### config.mk
export PLATFORM = sky130hd
export DESIGN_NAME = alpha_frame_tx
export DESIGN_NICKNAME = d
export VERILOG_FILES = /design/src/rtl/alpha_frame_tx.sv
export SDC_FILE = /design/constraint.sdc
export NUM_CORES = 2
export LEC_CHECK = 0
export ABC_AREA = 1
export BUFFER_PORTS_ARGS = -buffer_cell sky130_fd_sc_hd__buf_2
export CORE_ASPECT_RATIO = 1.5
export CORE_MARGIN = 4
export CORE_UTILIZATION = 30
export DETAILED_ROUTE_END_ITERATION = 12
export GPL_ROUTABILITY_DRIVEN = 1
export SYNTH_ARGS = -nofsm -noshare
export SYNTH_HDL_FRONTEND = slang
export SYNTH_SLANG_ARGS = --single-unit
### constraint.sdc
create_clock -name clk -period 23 [get_ports clk]
set_input_delay 1.15 -clock clk [delete_from_list [all_inputs] [get_ports clk]]
set_output_delay 1.15 -clock clk [all_outputs]
set_load 0.005 [all_outputs]
### src/rtl/alpha_frame_tx.sv
// alpha_frame_tx: ping-pong frame buffer feeding the case-4 detector core.
// One header beat (H_row + y), then A column beats with tlast on the last.
module alpha_frame_tx #(
  parameter int J         = 4,
  parameter int A         = 4,
  parameter int DATAWIDTH = 8,
  parameter int MIN_GAP   = 2
) (
  input  logic                   clk,
  input  logic                   rst_n,
  input  logic                   wr_en,
  input  logic [$clog2(J):0]     wr_j,
  input  logic [A*DATAWIDTH-1:0] wr_data,
  input  logic [J*64-1:0]        wr_H_row,
  input  logic [127:0]           wr_y,
  input  logic                   wr_commit,
  output logic                   wr_ready,
  output logic [J*64-1:0]        H_row,
  output logic                   H_row_tvalid,
  output logic [127:0]           y,
  output logic                   y_tvalid,
  output logic [J*DATAWIDTH-1:0] alpha_u_col,
  output logic                   alpha_u_col_tvalid,
  output logic                   alpha_u_col_tlast,
  input  logic                   alpha_u_col_tready,
  output logic                   busy,
  output logic                   overflow,
  output logic [15:0]            frame_cnt
);

  localparam int JW = $clog2(J) + 1;
  localparam int AW = (A > 1) ? $clog2(A) : 1;
  localparam int GW = (MIN_GAP > 1) ? $clog2(MIN_GAP) : 1;

  typedef enum logic [1:0] {IDLE, HDR, COL, GAP} state_t;

  state_t state_q, state_d;

  logic [DATAWIDTH-1:0] mem_q [2][J][A];
  logic [J*64-1:0]      hmem_q [2];
  logic [127:0]         ymem_q [2];

  logic [1:0]    full_q, full_d;
  logic          wb_q, wb_d;
  logic          rb_q, rb_d;
  logic [AW-1:0] a_q, a_d;
  logic [GW-1:0] g_q, g_d;
  logic [15:0]   cnt_q;
  logic          ovf_q;

  logic [J*64-1:0]        hdr_q;
  logic [127:0]           y_q;
  logic [J*DATAWIDTH-1:0] col_q, col_src;

  logic do_wr, do_cm, ld_hdr, ld_col, cnt_inc;
  logic [JW-2:0] wj;

  assign wr_ready = ~full_q[wb_q];
  assign wj       = wr_j[JW-2:0];
  assign do_wr    = wr_en & wr_ready & (wr_j < JW'(J));
  assign do_cm    = wr_commit & wr_ready;

  // Bank storage is deliberately left out of reset.
  always_ff @(posedge clk) begin
    if (do_wr) begin
      for (int a = 0; a < A; a++)
        mem_q[wb_q][wj][a] <= wr_data[a*DATAWIDTH +: DATAWIDTH];
    end
    if (do_cm) begin
      hmem_q[wb_q] <= wr_H_row;
      ymem_q[wb_q] <= wr_y;
    end
  end

  always_comb begin
    col_src = '0;
    for (int j = 0; j < J; j++)
      col_src[j*DATAWIDTH +: DATAWIDTH] = mem_q[rb_q][j][a_d];
  end

  always_comb begin
    state_d = state_q;
    full_d  = full_q;
    wb_d    = wb_q;
    rb_d    = rb_q;
    a_d     = a_q;
    g_d     = g_q;
    ld_hdr  = 1'b0;
    ld_col  = 1'b0;
    cnt_inc = 1'b0;
    if (do_cm) begin
      full_d[wb_q] = 1'b1;
      wb_d         = ~wb_q;
    end
    unique case (state_q)
      IDLE: begin
        if (full_q[rb_q]) begin
          state_d = HDR;
          ld_hdr  = 1'b1;
        end
      end
      HDR: begin
        state_d = COL;
        a_d     = '0;
        ld_col  = 1'b1;
      end
      COL: begin
        if (alpha_u_col_tready) begin
          if (a_q == AW'(A - 1)) begin
            full_d[rb_q] = 1'b0;
            rb_d         = ~rb_q;
            cnt_inc      = 1'b1;
            g_d          = '0;
            state_d      = (MIN_GAP == 0) ? IDLE : GAP;
          end else begin
            a_d    = a_q + AW'(1);
            ld_col = 1'b1;
          end
        end
      end
      GAP: begin
        if (g_q == GW'(MIN_GAP - 1)) state_d = IDLE;
        else g_d = g_q + GW'(1);
      end
      default: state_d = IDLE;
    endcase
  end

  always_ff @(posedge clk or negedge rst_n) begin
    if (!rst_n) begin
      state_q <= IDLE;
      full_q  <= '0;
      wb_q    <= 1'b0;
      rb_q    <= 1'b0;
      a_q     <= '0;
      g_q     <= '0;
      cnt_q   <= '0;
      ovf_q   <= 1'b0;
      hdr_q   <= '0;
      y_q     <= '0;
      col_q   <= '0;
    end else begin
      state_q <= state_d;
      full_q  <= full_d;
      wb_q    <= wb_d;
      rb_q    <= rb_d;
      a_q     <= a_d;
      g_q     <= g_d;
      if (cnt_inc) cnt_q <= cnt_q + 16'd1;
      if ((wr_en | wr_commit) & ~wr_ready) ovf_q <= 1'b1;
      if (ld_hdr) begin
        hdr_q <= hmem_q[rb_q];
        y_q   <= ymem_q[rb_q];
      end
      if (ld_col) col_q <= col_src;
    end
  end

  assign H_row              = hdr_q;
  assign y                  = y_q;
  assign H_row_tvalid       = (state_q == HDR);
  assign y_tvalid           = (state_q == HDR);
  assign alpha_u_col        = col_q;
  assign alpha_u_col_tvalid = (state_q == COL);
  assign alpha_u_col_tlast  = (state_q == COL) && (a_q == AW'(A - 1));
  assign busy               = (state_q != IDLE);
  assign overflow           = ovf_q;
  assign frame_cnt          = cnt_q;

endmodule

==> flow_summary_export.csv <==
group,metric,value,unit
status,status,"complete, no violations",
placed_design,gp_congestion,0.8062,
yosys,syn_area,54380,um^2
yosys,synth_compound_area_share,6.227,%
die,dieArea,188300,um^2
cells_and_area,design_area,65890,um^2
yosys,syn_inst,4244,
critical_path,rrSetupSlack,17950,ps
global_routing,grt_start_max_net_pins,233,
die,rows,191,
detailed_routing,first_iter_violations,2450,
cells_and_area,drive_above_1_share,23.29,%
power,p_comb_share,29.4,%
global_routing,track_usage,16.49,%
sta,finalWorstSetupSlack,17950,ps
yosys,synth-xor-area-share,0.2255,%
critical_path,cpMaxStageDelayCell,"dfrtp_4",
placed_design,placed_area,61040,um^2
power,vdd_ir_drop_max,0.1067,mV
clock_tree,path_clk_slew,60,ps
global_routing,antenna_found_initial,87,
yosys,yosys_warnings,0,
sta,max_freq,198.0,MHz
sta,worst_slew_pin_slew,1463,ps
global_routing,grt_pass1_wl,231100,um
clock_tree,cts_inserted_buffers,151,
yosys,synth.area.mux_share,0,%
clock_tree,clock_path_buffers,4,
sta,grt_setup_unrepaired,"false",
clock_tree,cts_setup_buffers,0,
yosys,synth_fp_nets,4674,
clock_tree,ctsRootBufferMaster,"clkbuf_16",
detailed_routing,via_count,35400,
power,power.density,134.5,nW/um^2
detailed_routing,wirelength,159900,um
critical_path,cp-end-kind,"flip-flop",
cells_and_area,area_growth_syn_to_layout,21.17,%
sta,whs,373.2,ps
sta,fin_crit_sh,21.96,%
clock_tree,cts_tree,"done",
placed_design,port_buffers,862,
yosys,syn_area_per_cell,12.81,um^2
sta,maxSlewViolCount,0,
die,die_w,355.6,um
power,swShare,35.61,%
critical_path,cp_max_fo,82,
detailed_routing,drcViolationCount,0,
yosys,ys.flop_type,"edfxtp_1",
power,switchingPower,3.155,mW
die,fp.dieH,529.4,um
sta,fin_crit,5051,ps
power,p_int,5.706,mW
placed_design,dp_slack,17890,ps
critical_path,cp_cell_sequence,"nand2_1 > o21ai_1 > and2_4 > buf_4 > buf_4 > buf_4 > buf_4 > a31oi_1",
global_routing,grt-ovfl-total,0,
detailed_routing,routed_via_density,4.636,
power,power_frac_clock,26.8,%
clock_tree,clock_latency,800,ps
yosys,synth_cell_types,31,
critical_path,critPathTopFamily,"buffers and inverters",
clock_tree,holdBufCountCts,0,
sta,hold_viol_final,0,
critical_path,critPathMostFrequentCell,"buf_4",
critical_path,critPathMaxStageDelay,780,ps
global_routing,grt_pass1_vias,34836,
yosys,yosys_register_bits,1466,
power,p_leak,25.51,nW
die,initial_core_util,30.14,%
sta,slew_headroom,2.476,%
cells_and_area,nets,5499,
die,core_area,180400,um^2
critical_path,arrival,5680,ps
critical_path,critPathKind,"reg2reg",
worst_hold_path,hold_path_class,"in2async",
detailed_routing,drt_pass1_iterations,8,
detailed_routing,ant_nets,0,
sta,finalClockSkew,69.93,ps
clock_tree,post_cts_resized,0,
yosys,ys_async_sr_fraction,30.15,%
detailed_routing,wl_per_cell,20.94,um
critical_path,crit_buf_inv,4,
yosys,ys_seq_area_share,76.89,%
critical_path,r2r_cells,8,
yosys,synth_adder_area_share,0.1381,%
power,seqPwrFrac,43.7,%
clock_tree,htreeDepth,4,
die,io_pins,863,
job,cap_violations,0,
cells_and_area,finish.utilization,36.52,%
sta,finalSetupTns,0,ps
yosys,yosys.area_share.simple,13.35,%
critical_path,worst_ep_required_time,23630,ps
critical_path,cp.depth,8,
yosys,synth_edf_count,1024,
yosys,synth_top_family_by_area,"simple AND/OR/NAND/NOR gates",
sta,setup_viol,0,
critical_path,worstSetupStartpointType,"flip-flop",
clock_tree,cts_sinks,1466,
placed_design,dp_hpwl,108100,um
-- layout make-up --
| type | instances | area (um^2) |
|---|---|---|
| multi-input cells | 2395 | 10910 |
| clock inverters | 54 | 534.3 |
| flip-flops and latches | 1466 | 41810 |
| fillers | 17371 | 114500 |
| inverters | 139 | 529.3 |
| diodes | 42 | 105.1 |
| clock buffers | 212 | 4212 |
| well taps | 2412 | 3018 |
| repair buffers | 916 | 4767 |
-- state kept, by name (all words and copies together) (netlist names) --
register and cells:
H_row 256, overflow 1, wb_q 1, y 128
a_q 2, ymem_q 256, mem_q 256, state_q 2
hmem_q 512, frame_cnt 16, alpha_u_col 32, full_q 2
rb_q 1, g_q 1
-- cell families after synthesis --
| family | after synthesis |
|---|---|
| xor+xnor | 14 |
| compound gates | 562 |
| simple gates | 1813 |
| fa+ha+maj | 6 |
| buf+inv | 383 |
| flops | 1466 |
-- power groups by stage --
stage	combinational (mW)	clock (mW)	sequential, mW
after floorplan	1.57	0	3.99
after global placement	2.60	0	3.92
after detailed placement	2.66	0	3.93
after CTS	2.66	2.45	3.89
after global routing	2.93	2.55	3.94
final	2.61	2.38	3.88
-- final timing paths --
| kind | endpoint | from |
|---|---|---|
| min in group clk | alpha_u_col[11] | alpha_u_col[11] |
| setup reg to reg | y[67] | rb_q |
| max in group asynchronous | H_row[121] | rst_n |
| hold reg to reg | alpha_u_col[11] | alpha_u_col[11] |
| hold / removal | y[11] | rst_n |
| setup / recovery | y[67] | rb_q |
-- metrics by stage --
step	power [mW]	cells
5_1_grt	9.420	7609
4_1_cts	8.992	7594
3_3_place_gp	6.526	7328
3_5_place_dp	6.591	7328
2_1_floorplan	5.557	4244
6_report	8.861	7636
-- Yosys cell counts, drive strengths merged (2+ instances only) --
cell    instances  area (um^2)
xor2            9        78.83
nor2          412         1559
ha              6        75.07
a31oi         384         2402
buf           129        768.2
xnor2           5        43.79
or2            57        356.6
nor3            3        15.01
a21boi         32        240.2
inv           138        518.0
o21bai          2        15.01
and2           33        206.5
o21ai         139        695.7
clkbuf        115        431.7
dfrtp         442        11060
nand2        1142         4287
a21oi           3        15.01
edfxtp       1024        30750
nand3         161        805.8
nand4           5        31.28
-- cells in the final DEF, fill, tap and decap left out, drive strengths merged --
master,netlist,layout
nor3,3,3
a22o,1,1
nand3,161,161
edfxtp,1024,1024
a21boi,32,32
nand2,1142,1142
clkbuf,115,212
xnor2,5,5
xor2,9,9
dfrtp,442,442
and2,33,33
ha,6,6
o21bai,2,2
o221ai,1,1
clkinv,1,37
diode,0,42
o21ai,139,139
or2,57,57
clkinvlp,0,3
nor2,412,412
buf,129,916
inv,138,147
nand4,5,5
bufinv,0,6
a21oi,3,3
a31oi,384,384
-- metal layers --
metal	GRT usage, %	up-vias	part of all wire (%)
met5	0	-	0.36
met4	6.966	88	4.8
met3	6.771	421	11
met2	27.01	1352	47
met1	19.05	17109	37
li1	-	16430	-
Note: power is estimated with default switching activity, not from simulation.
